## src/rtl/snitch_clint_pkg.sv

```systemverilog
// Shared constants, register-bus payload types and helpers for the Snitch cluster CLINT.
package snitch_clint_pkg;

  localparam int unsigned AddrWidth    = 16;
  localparam int unsigned MaxDataWidth = 64;
  localparam int unsigned MaxStrbWidth = MaxDataWidth / 8;

  localparam logic [AddrWidth-1:0] MsipBase     = 16'h0000;
  localparam logic [AddrWidth-1:0] MtimecmpBase = 16'h4000;
  localparam logic [AddrWidth-1:0] MtimeOffset  = 16'hBFF8;

  localparam logic [63:0] MtimecmpReset = 64'hFFFF_FFFF_FFFF_FFFF;

  // Bus payloads are sized for the widest lane; narrower buses use the low bits.
  typedef struct packed {
    logic [AddrWidth-1:0]    addr;
    logic                    write;
    logic [MaxDataWidth-1:0] wdata;
    logic [MaxStrbWidth-1:0] strb;
  } reg_req_t;

  typedef struct packed {
    logic [MaxDataWidth-1:0] rdata;
    logic                    error;
  } reg_rsp_t;

  function automatic logic [63:0] strb_to_mask(input logic [7:0] strb);
    logic [63:0] mask;
    for (int i = 0; i < 8; i++) mask[8*i +: 8] = {8{strb[i]}};
    return mask;
  endfunction

  function automatic logic [63:0] merge64(input logic [63:0] old_val,
                                          input logic [63:0] new_val,
                                          input logic [63:0] mask);
    return (old_val & ~mask) | (new_val & mask);
  endfunction

endpackage

```

## src/rtl/snitch_clint_timer.sv

```systemverilog
// Prescaled 64-bit mtime counter; a bus write to mtime takes priority over an increment.
module snitch_clint_timer #(
  parameter int unsigned Prescale = 1
) (
  input  logic        clk_i,
  input  logic        rst_i,
  input  logic        tick_i,
  input  logic        wr_i,
  input  logic [63:0] wdata_i,
  input  logic [63:0] wmask_i,
  output logic [63:0] mtime_o
);
  import snitch_clint_pkg::*;

  localparam int unsigned PsWidth = (Prescale > 1) ? $clog2(Prescale) : 1;
  localparam logic [PsWidth-1:0] PsMax = PsWidth'(Prescale - 1);

  logic [PsWidth-1:0] ps_q, ps_d;
  logic [63:0]        mtime_q, mtime_d;
  logic               wrap;

  // Prescaler keeps counting ticks even when a write suppresses the increment.
  always_comb begin
    ps_d    = ps_q;
    wrap    = 1'b0;
    mtime_d = mtime_q;
    if (tick_i) begin
      if (ps_q == PsMax) begin
        ps_d = '0;
        wrap = 1'b1;
      end else begin
        ps_d = ps_q + PsWidth'(1);
      end
    end
    if (wr_i) begin
      mtime_d = merge64(mtime_q, wdata_i, wmask_i);
    end else if (wrap) begin
      mtime_d = mtime_q + 64'd1;
    end
  end

  always_ff @(posedge clk_i or posedge rst_i) begin
    if (rst_i) begin
      ps_q    <= '0;
      mtime_q <= '0;
    end else begin
      ps_q    <= ps_d;
      mtime_q <= mtime_d;
    end
  end

  assign mtime_o = mtime_q;

endmodule

```

## src/rtl/snitch_cluster_clint.sv

```systemverilog
// Core-local interruptor: memory-mapped msip/mtimecmp/mtime driving per-core msip/mtip.
module snitch_cluster_clint #(
  parameter int unsigned NrCores   = 9,
  parameter int unsigned DataWidth = 64,
  parameter int unsigned Prescale  = 1
) (
  input  logic                   clk_i,
  input  logic                   rst_i,
  input  logic                   rtc_tick_i,
  input  logic                   req_valid_i,
  output logic                   req_ready_o,
  input  logic [15:0]            req_addr_i,
  input  logic                   req_write_i,
  input  logic [DataWidth-1:0]   req_wdata_i,
  input  logic [DataWidth/8-1:0] req_strb_i,
  output logic                   rsp_valid_o,
  input  logic                   rsp_ready_i,
  output logic [DataWidth-1:0]   rsp_rdata_o,
  output logic                   rsp_error_o,
  output logic [NrCores-1:0]     msip_o,
  output logic [NrCores-1:0]     mtip_o
);
  import snitch_clint_pkg::*;

  localparam int unsigned StrbWidth = DataWidth / 8;
  localparam logic [15:0] AlignMask = 16'(StrbWidth - 1);

  reg_req_t             req;
  reg_rsp_t             rsp_q, rsp_d;
  logic                 rsp_valid_q, rsp_valid_d;
  logic [NrCores-1:0]   msip_q, msip_d;
  logic [NrCores-1:0]   mtip_q, mtip_d;
  logic [63:0]          mtimecmp_q [NrCores];
  logic [63:0]          mtimecmp_d [NrCores];
  logic [63:0]          mtime;

  logic [63:0]          wdata_pos;
  logic [7:0]           strb_pos;
  logic [63:0]          rdata_pos;
  logic [DataWidth-1:0] rdata_bus;
  logic [63:0]          wmask;
  logic [NrCores-1:0]   msip_sel, cmp_sel;
  logic                 mtime_sel, hit, lane, msip_aligned, wide_aligned;
  logic                 fire, wr, mtime_wr;

  // Place bus lanes onto a 64-bit register view; a 32-bit bus uses addr[2] as the half select.
  if (DataWidth == 64) begin : gen_dw64
    assign wdata_pos = req_wdata_i;
    assign strb_pos  = req_strb_i;
    assign rdata_bus = rdata_pos;
  end else begin : gen_dw32
    assign wdata_pos = {2{req_wdata_i}};
    assign strb_pos  = req_addr_i[2] ? {req_strb_i, 4'b0000} : {4'b0000, req_strb_i};
    assign rdata_bus = req_addr_i[2] ? rdata_pos[63:32] : rdata_pos[31:0];
  end

  assign req.addr  = req_addr_i;
  assign req.write = req_write_i;
  assign req.wdata = wdata_pos;
  assign req.strb  = strb_pos;

  assign req_ready_o = !rsp_valid_q || rsp_ready_i;
  assign fire        = req_valid_i && req_ready_o;
  assign wr          = fire && req.write;

  // Address decode and read mux.
  always_comb begin
    lane         = req.addr[2];
    msip_aligned = (req.addr[1:0] == 2'b00);
    wide_aligned = ((req.addr & AlignMask) == 16'h0000);
    rdata_pos    = '0;
    for (int i = 0; i < NrCores; i++) begin
      msip_sel[i] = msip_aligned && (req.addr[15:2] == 14'((MsipBase >> 2) + 16'(i)));
      cmp_sel[i]  = wide_aligned && (req.addr[15:3] == 13'((MtimecmpBase >> 3) + 16'(i)));
      if (msip_sel[i]) begin
        if (lane) rdata_pos[32] = msip_q[i];
        else      rdata_pos[0]  = msip_q[i];
      end
      if (cmp_sel[i]) rdata_pos = mtimecmp_q[i];
    end
    mtime_sel = wide_aligned && (req.addr[15:3] == MtimeOffset[15:3]);
    if (mtime_sel) rdata_pos = mtime;
    hit = (|msip_sel) || (|cmp_sel) || mtime_sel;
  end

  // Register writes, timer compare and response next-state.
  always_comb begin
    wmask       = strb_to_mask(req.strb);
    msip_d      = msip_q;
    mtimecmp_d  = mtimecmp_q;
    mtime_wr    = wr && mtime_sel;
    rsp_valid_d = rsp_valid_q;
    rsp_d       = rsp_q;
    for (int i = 0; i < NrCores; i++) begin
      if (wr && msip_sel[i] && req.strb[{lane, 2'b00}]) msip_d[i] = req.wdata[{lane, 5'b00000}];
      if (wr && cmp_sel[i]) mtimecmp_d[i] = merge64(mtimecmp_q[i], req.wdata, wmask);
      mtip_d[i] = (mtime >= mtimecmp_q[i]);
    end
    if (fire) begin
      rsp_valid_d = 1'b1;
      rsp_d.error = !hit;
      rsp_d.rdata = (hit && !req.write) ? 64'(rdata_bus) : 64'd0;
    end else if (rsp_ready_i) begin
      rsp_valid_d = 1'b0;
      rsp_d       = '0;
    end
  end

  always_ff @(posedge clk_i or posedge rst_i) begin
    if (rst_i) begin
      msip_q      <= '0;
      mtip_q      <= '0;
      rsp_valid_q <= 1'b0;
      rsp_q       <= '0;
      for (int i = 0; i < NrCores; i++) mtimecmp_q[i] <= MtimecmpReset;
    end else begin
      msip_q      <= msip_d;
      mtip_q      <= mtip_d;
      rsp_valid_q <= rsp_valid_d;
      rsp_q       <= rsp_d;
      for (int i = 0; i < NrCores; i++) mtimecmp_q[i] <= mtimecmp_d[i];
    end
  end

  snitch_clint_timer #(
    .Prescale (Prescale)
  ) i_timer (
    .clk_i   (clk_i),
    .rst_i   (rst_i),
    .tick_i  (rtc_tick_i),
    .wr_i    (mtime_wr),
    .wdata_i (req.wdata),
    .wmask_i (wmask),
    .mtime_o (mtime)
  );

  assign rsp_valid_o = rsp_valid_q;
  assign rsp_rdata_o = rsp_q.rdata[DataWidth-1:0];
  assign rsp_error_o = rsp_q.error;
  assign msip_o      = msip_q;
  assign mtip_o      = mtip_q;

endmodule

```

## config.mk

```make
export PLATFORM = sky130hd
export DESIGN_NAME = snitch_cluster_clint
export DESIGN_NICKNAME = d
export VERILOG_FILES = /design/src/rtl/snitch_clint_pkg.sv /design/src/rtl/snitch_clint_timer.sv /design/src/rtl/snitch_cluster_clint.sv
export SDC_FILE = /design/constraint.sdc
export NUM_CORES = 2
export LEC_CHECK = 0
export CORE_MARGIN = 2
export CORE_UTILIZATION = 30
export DETAILED_ROUTE_END_ITERATION = 7
export PLACE_DENSITY = 0.53
export SKIP_CTS_REPAIR_TIMING = 1
export SYNTH_ARGS = -nofsm -noshare
export SYNTH_HDL_FRONTEND = slang
export SYNTH_SLANG_ARGS = --single-unit
```

## constraint.sdc

```tcl
create_clock -name clk_i -period 32 [get_ports clk_i]
set_clock_uncertainty 0.2 [all_clocks]
set_input_delay 8 -clock clk_i [delete_from_list [all_inputs] [get_ports clk_i]]
set_output_delay 8 -clock clk_i [all_outputs]
set_load 0.02 [all_outputs]
```

==> flow_summary_export.csv <==
group,metric,value,unit
outcome,status,"finished with violations",
outcome,violations,"design-rule violations",
synth,synth_top_area_cell,"dfstp_2",
finish,final_core_util,0.3456,
synth,async_reset_ff_frac,1.000,
global_route,groute.usage.overall,0.2213,
synth,synth_fa_ha_area_frac,0.1539,
global_route,first_global_vias,38657,
setup_path,critical_path.max_fanout,5,
hold_path,worstHoldPathType,"reg -> reg",
floorplan,pin_count,179,
synth,netlist_area,0.04691,mm^2
place,place_area,0.05093,mm^2
place,port_buffers,178,
sta,rsz0062_at_grt,"false",
floorplan,rows,145,
sta,fin_crit_sh,0.5495,
synth,synth_top_family_by_area,"compound AO/OA/AOI/OAI gates",
clock_network,h-tree-depth,3,
setup_path,cp_slowest_stage_delay,0.63,ns
floorplan,start_util,0.3014,
synth,yosysUniqueCellTypes,89,
sta,layout_setup_ws,14.42,ns
clock_network,cts_root_buffer,"clkbuf_16",
setup_path,path_cells,"clkdlybuf4s50_1 > nand2b_1 > clkdlybuf4s50_1",
pwr,peakVddDrop,0.03598,mV
sta,worst_pin_slew,1.348,ns
place,routabilityCongestion,0.9036,
synth,syn-num-nets,5754,
pwr,total_power,2.147,mW
global_route,grt_overflow_total,0,
finish,seq_area,0.01884,mm^2
global_route,grt_pass1_wl,263.0,mm
floorplan,dieWidth,399.4,um
synth,netlist_instances,5083,
routing,drc,1,
clock_network,clock_latency,0.70,ns
sta,hold_viol_final,0,
setup_path,path_common_cell,"clkdlybuf4s50_1",
clock_network,cts_tree,"yes",
clock_network,cts_buffer_depth,3,
pwr,p_per_area,39.91,mW/mm^2
sta,max_slew_margin,0.1013,
sta,setup_violations,0,
routing,routed_via_density,5.482,
setup_path,crit_arrival,9.38,ns
synth,synthTopCellsByArea,"dfstp_2 32%, ha_1 15%, dfrtp_1 7.9%, o21ai_0 6.1%, nand2_1 5.7%",
synth,synth_flop_cell,"dfstp_2",
floorplan,fp.dieArea,0.1595,mm^2
setup_path,critPathRequiredTime,23.80,ns
routing,avgRoutedWirePerCell,24.46,um
place,dpl.hpwl,130.0,mm
finish,nFillCells,15923,
finish,final_nets,5871,
clock_network,clk_pin_slew,0.05,ns
sta,maxSlewViolCount,0,
synth,synth-compound-area-share,0.1895,
place,pre_cts_ws,14.42,ns
setup_path,path_buf_inv,2,
sta,timing.setup.tns,0,ns
synth,syn_avg_cell_area,9.229,um^2
synth,synthSimpleGateAreaFrac,0.1499,
sta,fmax,56.87,MHz
routing,ant_nets,0,
setup_path,crit_type,"in -> out",
floorplan,core,0.1557,mm^2
routing,num_vias,40202,
synth,synthDominantCellAreaShare,0.3226,
routing,drtIter0Drc,4451,
synth,synthMuxAreaShare,0.03382,
job,maxCapViolCount,0,
global_route,antenna_found_initial,10,
finish,layout-drive-gt1-share,0.1868,
setup_path,end_kind,"primary output",
setup_path,cpMaxStageDelayCell,"clkdlybuf4s50_1",
synth,synth_edf_count,0,
finish,design_area,0.05380,mm^2
synth,synth_warnings,0,
finish,area_delta_synth_final,14.69,%
setup_path,cp-start-kind,"input pin",
synth,yosysSeqAreaShare,0.4016,
pwr,leakagePower,26.03,nW
synth,synth-seq-cells,724,
routing,dr.pass1.iters,8,
clock_network,clock-sinks,724,
finish,multi_input_area,0.02486,mm^2
routing,wl,179.3,mm
synth,synth-xor-area-share,0.0005601,
clock_network,numCtsBuffers,88,
setup_path,crit_family,"buffers and inverters",
sta,fin_crit,17.58,ns
floorplan,chipHeight,399.4,um
global_route,grt_max_degree,151,
-- through the flow --
step / hold WS, ns / cells
6_report: 0.2785 / 7333
5_1_grt: 0.2934 / 7331
2_1_floorplan: 0.2657 / 5083
3_5_place_dp: 0.2609 / 7168
4_1_cts: 0.2822 / 7330
3_3_place_gp: 0.2615 / 7168
-- worst register-to-register path: cells and delay by family, from the launching register on --
family / cells / cell delay (ns)
flops: 1 / 0.83
compound gates: 7 / 2.93
fa+ha+maj: 1 / 0.38
-- cells in the final DEF (no fill, tap or decap), drive strengths merged, types with 72 or more instances in the layout --
master,synthesis,layout
buf,106,82
inv,593,598
ha,577,577
a21o,93,93
clkbuf,127,133
dfrtp,148,148
dfstp,576,576
nand2,716,716
mux2,140,140
clkdlybuf4s50,0,178
a222oi,118,118
o21ai,613,613
nor3,72,72
nand3,92,92
nor2,207,207
a21oi,185,185
nand4,108,108
-- layout make-up --
type | count | share of cell area
antenna | 3 | 0.0001395
clock buffer | 133 | 0.04688
clock inverter | 29 | 0.006349
inverter | 593 | 0.04151
multi-input combinational | 3533 | 0.4621
sequential | 724 | 0.3501
tap | 2058 | 0.04786
timing repair buffer | 260 | 0.04502
-- kinds of logic after synthesis --
kind of cell               after synthesis
AOI/OAI and AO/OA                     1384
and+or+nand+nor                       1428
buffers and inverters                  826
DFF                                    724
muxes                                  141
adders and majority gates              577
xor gates and xnor gates                 3
-- worst paths after layout --
check                                                start                          end  slack (ns)  depth (start not counted)
worst min-delay path            rsp_rdata_o[5]$_DFFE_PP0P_   rsp_rdata_o[5]$_DFFE_PP0P_        0.28                          1
min in group asynchronous                            rst_i          mtip_o[3]$_DFF_PP0_        7.67                          2
worst max register to register                        flop          mtip_o[7]$_DFF_PP0_       27.44                          8
max in group asynchronous                            rst_i  rsp_rdata_o[12]$_DFFE_PP0P_       20.83                          5
worst max-delay path                           rsp_ready_i                  req_ready_o       14.42                          3
worst min register to register  rsp_rdata_o[5]$_DFFE_PP0P_   rsp_rdata_o[5]$_DFFE_PP0P_        0.28                          1
-- report_power, final --
part,internal (mW),switching [mW]
logic,0.0548,0.121
clock network,0.600,0.431
registers,0.925,0.0155
-- metal layers --
| metal | track usage | wire length, um | part of all wire | vias up |
|---|---|---|---|---|
| met4 | 0.05827 | 5048 | 0.028 | 20 |
| li1 | - | - | - | 18575 |
| met3 | 0.04716 | 15030 | 0.084 | 287 |
| met1 | 0.3138 | 80660 | 0.45 | 19755 |
| met5 | 0 | 129 | 0.00072 | - |
| met2 | 0.3391 | 78480 | 0.44 | 1565 |
-- cells in the mapped netlist, drive strengths merged (19+ instances only) --
library cell    n
and2           23
dfrtp         148
a21o           93
nand2b         19
inv           593
o21ai         613
o22ai          20
nor2          207
dfstp         576
nand4         108
nand2         716
a21oi         185
o21a           29
a222oi        118
o211ai         39
buf           106
a31oi          19
ha            577
and4           56
clkbuf        127
a221oi         28
nor3           72
nor4           31
o221ai         64
nand3          92
a211oi         69
and3           38
mux2          140
a2111oi        25
(Power assumes the default switching activity.)
